--- config.mk ---
export PLATFORM = sky130hd
export DESIGN_NAME = tag_cache_wrapper_flat
export DESIGN_NICKNAME = d
export VERILOG_FILES = /design/src/rtl/tag_cache_wrapper_pkg.sv /design/src/rtl/tag_cache_wrapper_if.sv /design/src/rtl/tag_cache_wrapper_tag_line_array.sv /design/src/rtl/tag_cache_wrapper.sv /design/src/flat_wrapper.sv
export SDC_FILE = /design/constraint.sdc
export NUM_CORES = 2
export LEC_CHECK = 0
export CAP_MARGIN = 20
export CELL_PAD_IN_SITES_DETAIL_PLACEMENT = 1
export CELL_PAD_IN_SITES_GLOBAL_PLACEMENT = 2
export CORE_ASPECT_RATIO = 0.5
export CORE_MARGIN = 2
export CORE_UTILIZATION = 42
export CTS_BUF_LIST = sky130_fd_sc_hd__clkbuf_16
export DETAILED_ROUTE_END_ITERATION = 7
export PLACE_DENSITY = 0.87
export SLEW_MARGIN = 10
export SYNTH_ARGS = -nofsm -noshare
export SYNTH_HDL_FRONTEND = slang
export SYNTH_SLANG_ARGS = --single-unit
--- constraint.sdc ---
create_clock -name clk -period 5.89 [get_ports clk]
set_clock_uncertainty 0.15 [all_clocks]
set_input_delay 0.8835 -clock clk [delete_from_list [all_inputs] [get_ports clk]]
set_output_delay 0.8835 -clock clk [all_outputs]
set_load 0.02 [all_outputs]
--- src/rtl/tag_cache_wrapper_pkg.sv ---
`default_nettype none
// ============================================================================
// Module      : cache_pkg
// Description : Widths, tag-partition base, FSM state encoding, handshake
//               encodings and address-mapping helpers for tag_cache_wrapper.
// Revision    : 1.0 - initial release
// ============================================================================
package cache_pkg;

    localparam int ADDR_W   = 32;
    localparam int DATA_W   = 64;
    localparam int TAG_BITS = 4;
    localparam int ID_W     = 2;
    localparam int N_LINES  = 8;
    localparam int SLOT_W   = $clog2(DATA_W / TAG_BITS);
    localparam int IDX_W    = $clog2(N_LINES);
    localparam int LID_W    = ADDR_W - SLOT_W - IDX_W;

    localparam logic [ADDR_W-1:0] TAG_BASE = 32'h0800_0000;

    localparam logic ACQ_GET     = 1'b0;
    localparam logic ACQ_PUT     = 1'b1;
    localparam logic MEM_RD      = 1'b0;
    localparam logic MEM_WR      = 1'b1;
    localparam logic MEM_ID_DATA = 1'b0;
    localparam logic MEM_ID_TAG  = 1'b1;

    typedef enum logic [2:0] {
        ST_IDLE      = 3'd0,
        ST_WB        = 3'd1,
        ST_FILL_CMD  = 3'd2,
        ST_FILL_RESP = 3'd3,
        ST_DATA_REQ  = 3'd4,
        ST_DATA_RESP = 3'd5,
        ST_GRANT     = 3'd6
    } state_t;

    // Word address of the tag word holding the tag of data word a.
    function automatic logic [ADDR_W-1:0] tag_addr(input logic [ADDR_W-1:0] a);
        return TAG_BASE + (a >> SLOT_W);
    endfunction

    // Which 4-bit slot inside the tag word belongs to data word a.
    function automatic logic [SLOT_W-1:0] tag_slot(input logic [ADDR_W-1:0] a);
        return a[SLOT_W-1:0];
    endfunction

    function automatic logic [IDX_W-1:0] line_idx(input logic [ADDR_W-1:0] a);
        return a[SLOT_W +: IDX_W];
    endfunction

    function automatic logic [LID_W-1:0] line_id(input logic [ADDR_W-1:0] a);
        return a[ADDR_W-1 : SLOT_W + IDX_W];
    endfunction

    function automatic logic [TAG_BITS-1:0] slot_tag(input logic [DATA_W-1:0] word,
                                                     input logic [SLOT_W-1:0] slot);
        return word[slot * TAG_BITS +: TAG_BITS];
    endfunction

endpackage
`default_nettype wire

--- src/rtl/tag_cache_wrapper_if.sv ---
`default_nettype none
// ============================================================================
// Module      : tag_cache_if
// Description : Client acquire/grant channels and backing-memory
//               cmd/data/resp channels of the tag cache bridge.
//               slave  = the bridge, master = client + memory side.
// Revision    : 1.0 - initial release
// ============================================================================
interface tag_cache_if;
    import cache_pkg::*;

    logic                acq_valid;
    logic                acq_ready;
    logic                acq_put;
    logic [ADDR_W-1:0]   acq_addr;
    logic [DATA_W-1:0]   acq_data;
    logic [TAG_BITS-1:0] acq_tag;
    logic [ID_W-1:0]     acq_id;

    logic                gnt_valid;
    logic                gnt_ready;
    logic                gnt_put;
    logic [DATA_W-1:0]   gnt_data;
    logic [TAG_BITS-1:0] gnt_tag;
    logic [ID_W-1:0]     gnt_id;

    logic                mem_cmd_valid;
    logic                mem_cmd_ready;
    logic                mem_cmd_rw;
    logic [ADDR_W-1:0]   mem_cmd_addr;
    logic                mem_cmd_id;
    logic                mem_data_valid;
    logic                mem_data_ready;
    logic [DATA_W-1:0]   mem_data;
    logic                mem_resp_valid;
    logic                mem_resp_ready;
    logic [DATA_W-1:0]   mem_resp_data;
    logic                mem_resp_id;

    modport slave (
        input  acq_valid, acq_put, acq_addr, acq_data, acq_tag, acq_id,
        output acq_ready,
        output gnt_valid, gnt_put, gnt_data, gnt_tag, gnt_id,
        input  gnt_ready,
        output mem_cmd_valid, mem_cmd_rw, mem_cmd_addr, mem_cmd_id,
        input  mem_cmd_ready,
        output mem_data_valid, mem_data,
        input  mem_data_ready,
        input  mem_resp_valid, mem_resp_data, mem_resp_id,
        output mem_resp_ready
    );

    modport master (
        output acq_valid, acq_put, acq_addr, acq_data, acq_tag, acq_id,
        input  acq_ready,
        input  gnt_valid, gnt_put, gnt_data, gnt_tag, gnt_id,
        output gnt_ready,
        input  mem_cmd_valid, mem_cmd_rw, mem_cmd_addr, mem_cmd_id,
        output mem_cmd_ready,
        input  mem_data_valid, mem_data,
        output mem_data_ready,
        output mem_resp_valid, mem_resp_data, mem_resp_id,
        input  mem_resp_ready
    );

endinterface
`default_nettype wire

--- src/rtl/tag_cache_wrapper_tag_line_array.sv ---
`default_nettype none
// ============================================================================
// Module      : tag_line_array
// Description : Direct-mapped tag-cache storage, one tag word per line.
//               Combinational read; synchronous line install and single
//               tag-slot update (which marks the line dirty).
// Revision    : 1.0 - initial release
// ============================================================================
module tag_line_array
    import cache_pkg::*;
(
    input  logic                clk,
    input  logic                rst,
    input  logic [IDX_W-1:0]    i_rd_idx,
    output logic                o_rd_valid,
    output logic                o_rd_dirty,
    output logic [LID_W-1:0]    o_rd_lid,
    output logic [DATA_W-1:0]   o_rd_data,
    input  logic                i_inst_en,
    input  logic [IDX_W-1:0]    i_inst_idx,
    input  logic [LID_W-1:0]    i_inst_lid,
    input  logic [DATA_W-1:0]   i_inst_data,
    input  logic                i_slot_en,
    input  logic [IDX_W-1:0]    i_slot_idx,
    input  logic [SLOT_W-1:0]   i_slot,
    input  logic [TAG_BITS-1:0] i_slot_tag
);

    logic [N_LINES-1:0] r_valid;
    logic [N_LINES-1:0] r_dirty;
    logic [LID_W-1:0]   r_lid  [N_LINES];
    logic [DATA_W-1:0]  r_data [N_LINES];

    assign o_rd_valid = r_valid[i_rd_idx];
    assign o_rd_dirty = r_dirty[i_rd_idx];
    assign o_rd_lid   = r_lid[i_rd_idx];
    assign o_rd_data  = r_data[i_rd_idx];

    // Line state: reset invalidates everything, an install yields a clean
    // line, a slot write dirties it.
    always_ff @(posedge clk) begin
        if (rst) begin
            r_valid <= '0;
            r_dirty <= '0;
        end else begin
            if (i_inst_en) begin
                r_valid[i_inst_idx] <= 1'b1;
                r_dirty[i_inst_idx] <= 1'b0;
            end
            if (i_slot_en) begin
                r_dirty[i_slot_idx] <= 1'b1;
            end
        end
    end

    // Line payload: contents are don't-care while the line is invalid.
    always_ff @(posedge clk) begin
        if (i_inst_en) begin
            r_lid[i_inst_idx]  <= i_inst_lid;
            r_data[i_inst_idx] <= i_inst_data;
        end
        if (i_slot_en) begin
            r_data[i_slot_idx][i_slot * TAG_BITS +: TAG_BITS] <= i_slot_tag;
        end
    end

endmodule
`default_nettype wire

--- src/rtl/tag_cache_wrapper.sv ---
`default_nettype none
// ============================================================================
// Module      : tag_cache_wrapper
// Description : Blocking client-to-memory bridge adding a 4-bit tag per data
//               word. Tags live packed in a partition at TAG_BASE and are
//               cached in a small direct-mapped write-back tag cache.
// Revision    : 1.0 - initial release
// ============================================================================
module tag_cache_wrapper
    import cache_pkg::*;
(
    input  logic      clk,
    input  logic      reset,
    tag_cache_if.slave bus
);

    state_t              r_state;
    state_t              w_state_nxt;
    logic                r_put;
    logic [ADDR_W-1:0]   r_addr;
    logic [DATA_W-1:0]   r_data;
    logic [TAG_BITS-1:0] r_tag;
    logic [ID_W-1:0]     r_id;
    logic                r_cmd_done;
    logic                r_dat_done;
    logic [DATA_W-1:0]   r_gnt_data;
    logic [TAG_BITS-1:0] r_gnt_tag;

    logic                w_line_valid;
    logic                w_line_dirty;
    logic [LID_W-1:0]    w_line_lid;
    logic [DATA_W-1:0]   w_line_data;
    logic [ADDR_W-1:0]   w_look_addr;
    logic                w_hit;
    logic [ADDR_W-1:0]   w_victim_addr;

    logic                w_acq_ready;
    logic                w_gnt_valid;
    logic                w_cmd_valid;
    logic                w_cmd_rw;
    logic                w_cmd_id;
    logic [ADDR_W-1:0]   w_cmd_addr;
    logic                w_dat_valid;
    logic [DATA_W-1:0]   w_dat;
    logic                w_resp_ready;
    logic                w_inst_en;
    logic                w_slot_en;

    logic                w_acq_fire;
    logic                w_cmd_ok;
    logic                w_dat_ok;
    logic                w_resp_tag;
    logic                w_resp_data;

    // In IDLE the lookup must use the incoming address so the hit/victim
    // decision is made in the same cycle the acquire is accepted.
    assign w_look_addr   = (r_state == ST_IDLE) ? bus.acq_addr : r_addr;
    assign w_hit         = w_line_valid && (w_line_lid == line_id(w_look_addr));
    assign w_victim_addr = TAG_BASE + ADDR_W'({w_line_lid, line_idx(r_addr)});

    assign w_acq_fire  = bus.acq_valid && w_acq_ready;
    assign w_cmd_ok    = r_cmd_done || (w_cmd_valid && bus.mem_cmd_ready);
    assign w_dat_ok    = r_dat_done || (w_dat_valid && bus.mem_data_ready);
    assign w_resp_tag  = bus.mem_resp_valid && (bus.mem_resp_id == MEM_ID_TAG);
    assign w_resp_data = bus.mem_resp_valid && (bus.mem_resp_id == MEM_ID_DATA);

    tag_line_array u_lines (
        .clk         (clk),
        .rst         (reset),
        .i_rd_idx    (line_idx(w_look_addr)),
        .o_rd_valid  (w_line_valid),
        .o_rd_dirty  (w_line_dirty),
        .o_rd_lid    (w_line_lid),
        .o_rd_data   (w_line_data),
        .i_inst_en   (w_inst_en),
        .i_inst_idx  (line_idx(r_addr)),
        .i_inst_lid  (line_id(r_addr)),
        .i_inst_data (bus.mem_resp_data),
        .i_slot_en   (w_slot_en),
        .i_slot_idx  (line_idx(r_addr)),
        .i_slot      (tag_slot(r_addr)),
        .i_slot_tag  (r_tag)
    );

    // State register.
    always_ff @(posedge clk) begin
        if (reset) r_state <= ST_IDLE;
        else       r_state <= w_state_nxt;
    end

    // Next state and channel outputs; write channels with separate cmd/data
    // handshakes leave only once both halves have transferred.
    always_comb begin
        w_state_nxt  = r_state;
        w_acq_ready  = 1'b0;
        w_gnt_valid  = 1'b0;
        w_cmd_valid  = 1'b0;
        w_cmd_rw     = MEM_RD;
        w_cmd_id     = MEM_ID_DATA;
        w_cmd_addr   = '0;
        w_dat_valid  = 1'b0;
        w_dat        = '0;
        w_resp_ready = 1'b0;
        w_inst_en    = 1'b0;
        w_slot_en    = 1'b0;
        case (r_state)
            ST_IDLE: begin
                w_acq_ready = 1'b1;
                if (bus.acq_valid) begin
                    if (bus.acq_addr >= TAG_BASE)          w_state_nxt = ST_GRANT;
                    else if (w_hit)                        w_state_nxt = ST_DATA_REQ;
                    else if (w_line_valid && w_line_dirty) w_state_nxt = ST_WB;
                    else                                   w_state_nxt = ST_FILL_CMD;
                end
            end
            ST_WB: begin
                w_cmd_valid = !r_cmd_done;
                w_cmd_rw    = MEM_WR;
                w_cmd_id    = MEM_ID_TAG;
                w_cmd_addr  = w_victim_addr;
                w_dat_valid = !r_dat_done;
                w_dat       = w_line_data;
                if (w_cmd_ok && w_dat_ok) w_state_nxt = ST_FILL_CMD;
            end
            ST_FILL_CMD: begin
                w_cmd_valid = 1'b1;
                w_cmd_id    = MEM_ID_TAG;
                w_cmd_addr  = tag_addr(r_addr);
                if (bus.mem_cmd_ready) w_state_nxt = ST_FILL_RESP;
            end
            ST_FILL_RESP: begin
                w_resp_ready = 1'b1;
                if (w_resp_tag) begin
                    w_inst_en   = 1'b1;
                    w_state_nxt = ST_DATA_REQ;
                end
            end
            ST_DATA_REQ: begin
                w_cmd_valid = !r_cmd_done;
                w_cmd_id    = MEM_ID_DATA;
                w_cmd_addr  = r_addr;
                if (r_put == ACQ_PUT) begin
                    w_cmd_rw    = MEM_WR;
                    w_dat_valid = !r_dat_done;
                    w_dat       = r_data;
                    if (w_cmd_ok && w_dat_ok) begin
                        w_slot_en   = 1'b1;
                        w_state_nxt = ST_GRANT;
                    end
                end else if (bus.mem_cmd_ready) begin
                    w_state_nxt = ST_DATA_RESP;
                end
            end
            ST_DATA_RESP: begin
                w_resp_ready = 1'b1;
                if (w_resp_data) w_state_nxt = ST_GRANT;
            end
            ST_GRANT: begin
                w_gnt_valid = 1'b1;
                if (bus.gnt_ready) w_state_nxt = ST_IDLE;
            end
            default: w_state_nxt = ST_IDLE;
        endcase
    end

    // Transaction fields, half-done write flags and grant payload.
    always_ff @(posedge clk) begin
        if (reset) begin
            r_put      <= 1'b0;
            r_addr     <= '0;
            r_data     <= '0;
            r_tag      <= '0;
            r_id       <= '0;
            r_cmd_done <= 1'b0;
            r_dat_done <= 1'b0;
            r_gnt_data <= '0;
            r_gnt_tag  <= '0;
        end else begin
            r_cmd_done <= (w_state_nxt == r_state) && w_cmd_ok;
            r_dat_done <= (w_state_nxt == r_state) && w_dat_ok;
            if (w_acq_fire) begin
                r_put      <= bus.acq_put;
                r_addr     <= bus.acq_addr;
                r_data     <= bus.acq_data;
                r_tag      <= bus.acq_tag;
                r_id       <= bus.acq_id;
                r_gnt_data <= '0;
                r_gnt_tag  <= '0;
            end
            if ((r_state == ST_DATA_RESP) && w_resp_data) begin
                r_gnt_data <= bus.mem_resp_data;
                r_gnt_tag  <= slot_tag(w_line_data, tag_slot(r_addr));
            end
        end
    end

    assign bus.acq_ready      = w_acq_ready;
    assign bus.gnt_valid      = w_gnt_valid;
    assign bus.gnt_put        = r_put;
    assign bus.gnt_data       = r_gnt_data;
    assign bus.gnt_tag        = r_gnt_tag;
    assign bus.gnt_id         = r_id;
    assign bus.mem_cmd_valid  = w_cmd_valid;
    assign bus.mem_cmd_rw     = w_cmd_rw;
    assign bus.mem_cmd_addr   = w_cmd_addr;
    assign bus.mem_cmd_id     = w_cmd_id;
    assign bus.mem_data_valid = w_dat_valid;
    assign bus.mem_data       = w_dat;
    assign bus.mem_resp_ready = w_resp_ready;

endmodule
`default_nettype wire

--- src/flat_wrapper.sv ---
// flat-port wrapper written by rule: the top's interface ports become plain ports
module tag_cache_wrapper_flat import cache_pkg::*;
  (clk, reset, bus_acq_valid, bus_acq_put, bus_acq_addr, bus_acq_data, bus_acq_tag, bus_acq_id, bus_acq_ready, bus_gnt_valid, bus_gnt_put, bus_gnt_data, bus_gnt_tag, bus_gnt_id, bus_gnt_ready, bus_mem_cmd_valid, bus_mem_cmd_rw, bus_mem_cmd_addr, bus_mem_cmd_id, bus_mem_cmd_ready, bus_mem_data_valid, bus_mem_data, bus_mem_data_ready, bus_mem_resp_valid, bus_mem_resp_data, bus_mem_resp_id, bus_mem_resp_ready);
  tag_cache_if bus_i ();
  input  logic clk;
  input  logic reset;
  input wire logic [$bits(bus_i.acq_valid)-1:0] bus_acq_valid;
  input wire logic [$bits(bus_i.acq_put)-1:0] bus_acq_put;
  input wire logic [$bits(bus_i.acq_addr)-1:0] bus_acq_addr;
  input wire logic [$bits(bus_i.acq_data)-1:0] bus_acq_data;
  input wire logic [$bits(bus_i.acq_tag)-1:0] bus_acq_tag;
  input wire logic [$bits(bus_i.acq_id)-1:0] bus_acq_id;
  output wire logic [$bits(bus_i.acq_ready)-1:0] bus_acq_ready;
  output wire logic [$bits(bus_i.gnt_valid)-1:0] bus_gnt_valid;
  output wire logic [$bits(bus_i.gnt_put)-1:0] bus_gnt_put;
  output wire logic [$bits(bus_i.gnt_data)-1:0] bus_gnt_data;
  output wire logic [$bits(bus_i.gnt_tag)-1:0] bus_gnt_tag;
  output wire logic [$bits(bus_i.gnt_id)-1:0] bus_gnt_id;
  input wire logic [$bits(bus_i.gnt_ready)-1:0] bus_gnt_ready;
  output wire logic [$bits(bus_i.mem_cmd_valid)-1:0] bus_mem_cmd_valid;
  output wire logic [$bits(bus_i.mem_cmd_rw)-1:0] bus_mem_cmd_rw;
  output wire logic [$bits(bus_i.mem_cmd_addr)-1:0] bus_mem_cmd_addr;
  output wire logic [$bits(bus_i.mem_cmd_id)-1:0] bus_mem_cmd_id;
  input wire logic [$bits(bus_i.mem_cmd_ready)-1:0] bus_mem_cmd_ready;
  output wire logic [$bits(bus_i.mem_data_valid)-1:0] bus_mem_data_valid;
  output wire logic [$bits(bus_i.mem_data)-1:0] bus_mem_data;
  input wire logic [$bits(bus_i.mem_data_ready)-1:0] bus_mem_data_ready;
  input wire logic [$bits(bus_i.mem_resp_valid)-1:0] bus_mem_resp_valid;
  input wire logic [$bits(bus_i.mem_resp_data)-1:0] bus_mem_resp_data;
  input wire logic [$bits(bus_i.mem_resp_id)-1:0] bus_mem_resp_id;
  output wire logic [$bits(bus_i.mem_resp_ready)-1:0] bus_mem_resp_ready;
  assign bus_i.acq_valid = bus_acq_valid;
  assign bus_i.acq_put = bus_acq_put;
  assign bus_i.acq_addr = bus_acq_addr;
  assign bus_i.acq_data = bus_acq_data;
  assign bus_i.acq_tag = bus_acq_tag;
  assign bus_i.acq_id = bus_acq_id;
  assign bus_acq_ready = bus_i.acq_ready;
  assign bus_gnt_valid = bus_i.gnt_valid;
  assign bus_gnt_put = bus_i.gnt_put;
  assign bus_gnt_data = bus_i.gnt_data;
  assign bus_gnt_tag = bus_i.gnt_tag;
  assign bus_gnt_id = bus_i.gnt_id;
  assign bus_i.gnt_ready = bus_gnt_ready;
  assign bus_mem_cmd_valid = bus_i.mem_cmd_valid;
  assign bus_mem_cmd_rw = bus_i.mem_cmd_rw;
  assign bus_mem_cmd_addr = bus_i.mem_cmd_addr;
  assign bus_mem_cmd_id = bus_i.mem_cmd_id;
  assign bus_i.mem_cmd_ready = bus_mem_cmd_ready;
  assign bus_mem_data_valid = bus_i.mem_data_valid;
  assign bus_mem_data = bus_i.mem_data;
  assign bus_i.mem_data_ready = bus_mem_data_ready;
  assign bus_i.mem_resp_valid = bus_mem_resp_valid;
  assign bus_i.mem_resp_data = bus_mem_resp_data;
  assign bus_i.mem_resp_id = bus_mem_resp_id;
  assign bus_mem_resp_ready = bus_i.mem_resp_ready;
  tag_cache_wrapper u_core (.clk(clk), .reset(reset), .bus(bus_i));
endmodule
==> flow_summary.yaml <==
pwr:
  power_density_nw_per_um2: 354
  peakVddDrop_mv: 0.180
  power_leakage_nw: 16.8
  fin_total_pwr_w: 0.0173
setup_path:
  crit_buf_inv: 4
  crit_family: "compound AO/OA/AOI/OAI gates"
  required_ns: 4.86
  cp-end-kind: "output pin"
  crit_top_cell: "buf_4"
  worstPathArrival_ns: 4.86
  slowest_delay_ns: 0.74
  path_max_fanout: 50
  crit_type: "flop to output pin"
  cp-start-kind: "flop"
  cp_slowest_cell: "o21ai_0"
  path_cells: "buf_4 > o31ai_2 > nand2_4 > buf_12 > buf_4 > o21ai_0 > a22o_1 > clkdlybuf4s50_1"
yosys:
  synth_top_flop_cell: "edfxtp_1"
  netlist_area_um2: 40900
  synthCells: 3711
  synth_edf_count: 712
  syn_avg_cell_area_um2: 11.0
  async_flop_share_pct: 0
  synth_seq_area_share_pct: 61.7
  ys_warn_count: 0
  synth_nets: 3888
  ys_ff_latch: 904
  ys_types: 82
cells_and_area:
  layout-drive-gt1-share_pct: 10.7
  fillers: 10100
  fin_area_um2: 48900
  finish.utilization_pct: 51.0
  area_delta_synth_final_pct: 19.5
  layout.nets: 4184
  multi_input_comb_area_um2: 14500
  regArea_um2: 25200
sta:
  relSlewSlack_pct: 20.8
  min_period_ns: 5.89
  grt_setup_unrepaired: "no"
  tns_ns: 0
  fmax_mhz: 170
  slew_viol_final: 0
  setup_viol: 0
  finalCritPeriodShare_pct: 100
  tightest_slew_ns: 1.18
  hold_violations: 0
min_path:
  hold_class: "flop to flop"
detailed_routing:
  first_pass_iters: 5
  highest_layer: "met5"
  drtIter0Drc: 3181
  drc_errors: 0
  met2_length_mm: 75.7
  wl_met3_mm: 10.1
  wl_per_cell_um: 28.7
  drt-met1-wl_mm: 61.3
  vias: 32400
  wirelength_mm: 153
  antenna_left: 0
  vias_per_cell: 6.05
floorplan:
  ios: 349
  core_area_um2: 95900
  die_h_um: 225
  dieArea_um2: 100000
  start_util_pct: 42.6
  row_count: 80
  die_w_um: 445
clock_network:
  clk_pin_slew_worst_paths_ns: 0.06
  clock_path_buffers: 3
  htree_levels: 3
  postCtsHoldBufs: 0
  cts_made_buffers: 85
  root_buffer: "clkbuf_16"
  post-cts-setup-buffers: 0
  cts_tree: "yes"
  cts_sinks: 904
  clk_latency_ns: 0.69
placed_design:
  port_buffers: 348
  gp_congestion: 0.910
  placed_area_um2: 46100
  place_hpwl_mm: 106
global_route:
  grt_pass1_vias: 33000
  grt_overflow: 0
  antenna_found_initial: 3
  grt_max_degree: 144
  grt_pass1_wl_mm: 223
  grt_usage_pct: 30.2
outcome:
  status: "finished clean"
run:
  max_cap_violations: 0
## where the power goes
part / switching [W] / total, W / internal (W)
combinational: 0.00304 / 0.00452 / 0.00148
clock: 0.00254 / 0.00563 / 0.00309
sequential: 0.000166 / 0.00715 / 0.00698
## synthesized netlist by cell type (10+ instances only)
library cell	n	share of area (%)
nor2b_1	15	0.23
a21oi_1	166	2.0
mux4_2	84	4.6
clkbuf_1	181	1.7
xnor2_1	18	0.39
dfxtp_1	192	9.4
nand3_1	373	4.6
o31a_1	10	0.21
or3_1	11	0.17
nand2b_1	15	0.23
nor2_1	308	2.8
o22ai_1	12	0.18
nor3_1	11	0.13
and3_1	18	0.28
buf_1	34	0.31
nand2_1	875	8.0
mux2i_1	76	1.9
edfxtp_1	712	52
a22oi_1	72	1.3
a22o_1	75	1.6
buf_4	12	0.22
o21ai_0	150	1.8
a211oi_1	14	0.26
inv_1	38	0.35
mux2_2	56	1.5
buf_2	36	0.44
## cell type report
cell class,instances,area share [%]
Timing Repair Buffer,478,9.60
Tap cell,1271,3.25
Sequential cell,904,51.6
Clock inverter,67,1.07
Antenna cell,2,0.0102
Inverter,42,0.323
Clock buffer,88,4.51
Multi-Input combinational cell,2496,29.6
## worst paths after layout
| check | startpoint | endpoint | slack (ns) | cells after the start |
|---|---|---|---|---|
| worst max-delay path | u_core.r_state[1]$_SDFF_PP0_ | bus_mem_data[56] | 0.0009 | 8 |
| worst min-delay path | u_core.r_data[1]$_SDFFE_PP0P_ | u_core.r_data[1]$_SDFFE_PP0P_ | 0.31 | 2 |
| worst max register to register | u_core.r_state[1]$_SDFF_PP0_ | u_core.u_lines.r_data[1][29]$_DFFE_PP_ | 0.63 | 9 |
| worst min register to register | u_core.r_data[1]$_SDFFE_PP0P_ | u_core.r_data[1]$_SDFFE_PP0P_ | 0.31 | 2 |
## through the flow
stage          hold WS [ns]  worst slack [ns]  cells
2_1_floorplan         0.286              1.37   3711
6_report              0.309          0.000922   5348
3_3_place_gp          0.290             0.402   5182
3_5_place_dp          0.297             0.412   5184
4_1_cts               0.307           0.00348   5339
5_1_grt               0.325            0.0266   5346
## layer usage
layer,global-route usage [%],vias to the layer above
met5,0,-
met4,11.9,6
met3,4.49,320
met2,51.2,1317
met1,39.1,16700
li1,-,14000
## sequential cells by signal, summed over array words and instances, names as in the netlist, 2 cells and up
signal and flops:
u_core.u_lines.r_data 512, u_core.bus.gnt_tag 4, u_core.r_addr 32, u_core.bus.gnt_data 64, u_core.r_data 64, u_core.u_lines.r_dirty 8, u_core.bus.gnt_id 2, u_core.r_tag 4
u_core.u_lines.r_valid 8, u_core.u_lines.r_lid 200, u_core.r_state 3
## cells in the final DEF, fill, tap and decap left out, drive strengths merged, types with 7 or more instances in the layout
| cell type | instances |
|---|---|
| a211oi | 14 |
| a21oi | 166 |
| a221oi | 8 |
| a22o | 75 |
| a22oi | 72 |
| and2 | 8 |
| and3 | 18 |
| buf | 129 |
| bufinv | 9 |
| clkbuf | 92 |
| clkdlybuf4s50 | 345 |
| clkinv | 21 |
| dfxtp | 192 |
| edfxtp | 712 |
| inv | 73 |
| mux2 | 57 |
| mux2i | 76 |
| mux4 | 84 |
| nand2 | 877 |
| nand2b | 15 |
| nand3 | 373 |
| nand4 | 9 |
| nor2 | 309 |
| nor2b | 15 |
| nor3 | 11 |
| nor4 | 10 |
| o211ai | 7 |
| o21ai | 150 |
| o22ai | 12 |
| o31a | 10 |
| o31ai | 9 |
| or3 | 12 |
| xnor2 | 18 |
## cell families (layout without fill, tap and decap cells)
| family | count (synthesis) | after routing | synth area share, % |
|---|---|---|---|
| other cells | 0 | 2 | 0 |
| xor+xnor | 20 | 20 | 0.428 |
| simple gates | 1685 | 1685 | 17.6 |
| compound gates | 572 | 572 | 9.00 |
| fa+ha+maj | 2 | 2 | 0.0612 |
| flops | 904 | 904 | 61.7 |
| buf+inv | 311 | 675 | 3.18 |
| mux | 217 | 217 | 8.06 |
## worst min-delay path, stage by stage (launching register included)
cell	delay (ns)
dfxtp_1	0.31
nand2_1	0.05
a21oi_1	0.05
## what timing repair did
item	CTS	global route
setup endpoints to repair	3	3
resized for setup	3	3
endpoints found under the hold margin	0	0
No activity file was read; power rests on OpenSTA's default activity.
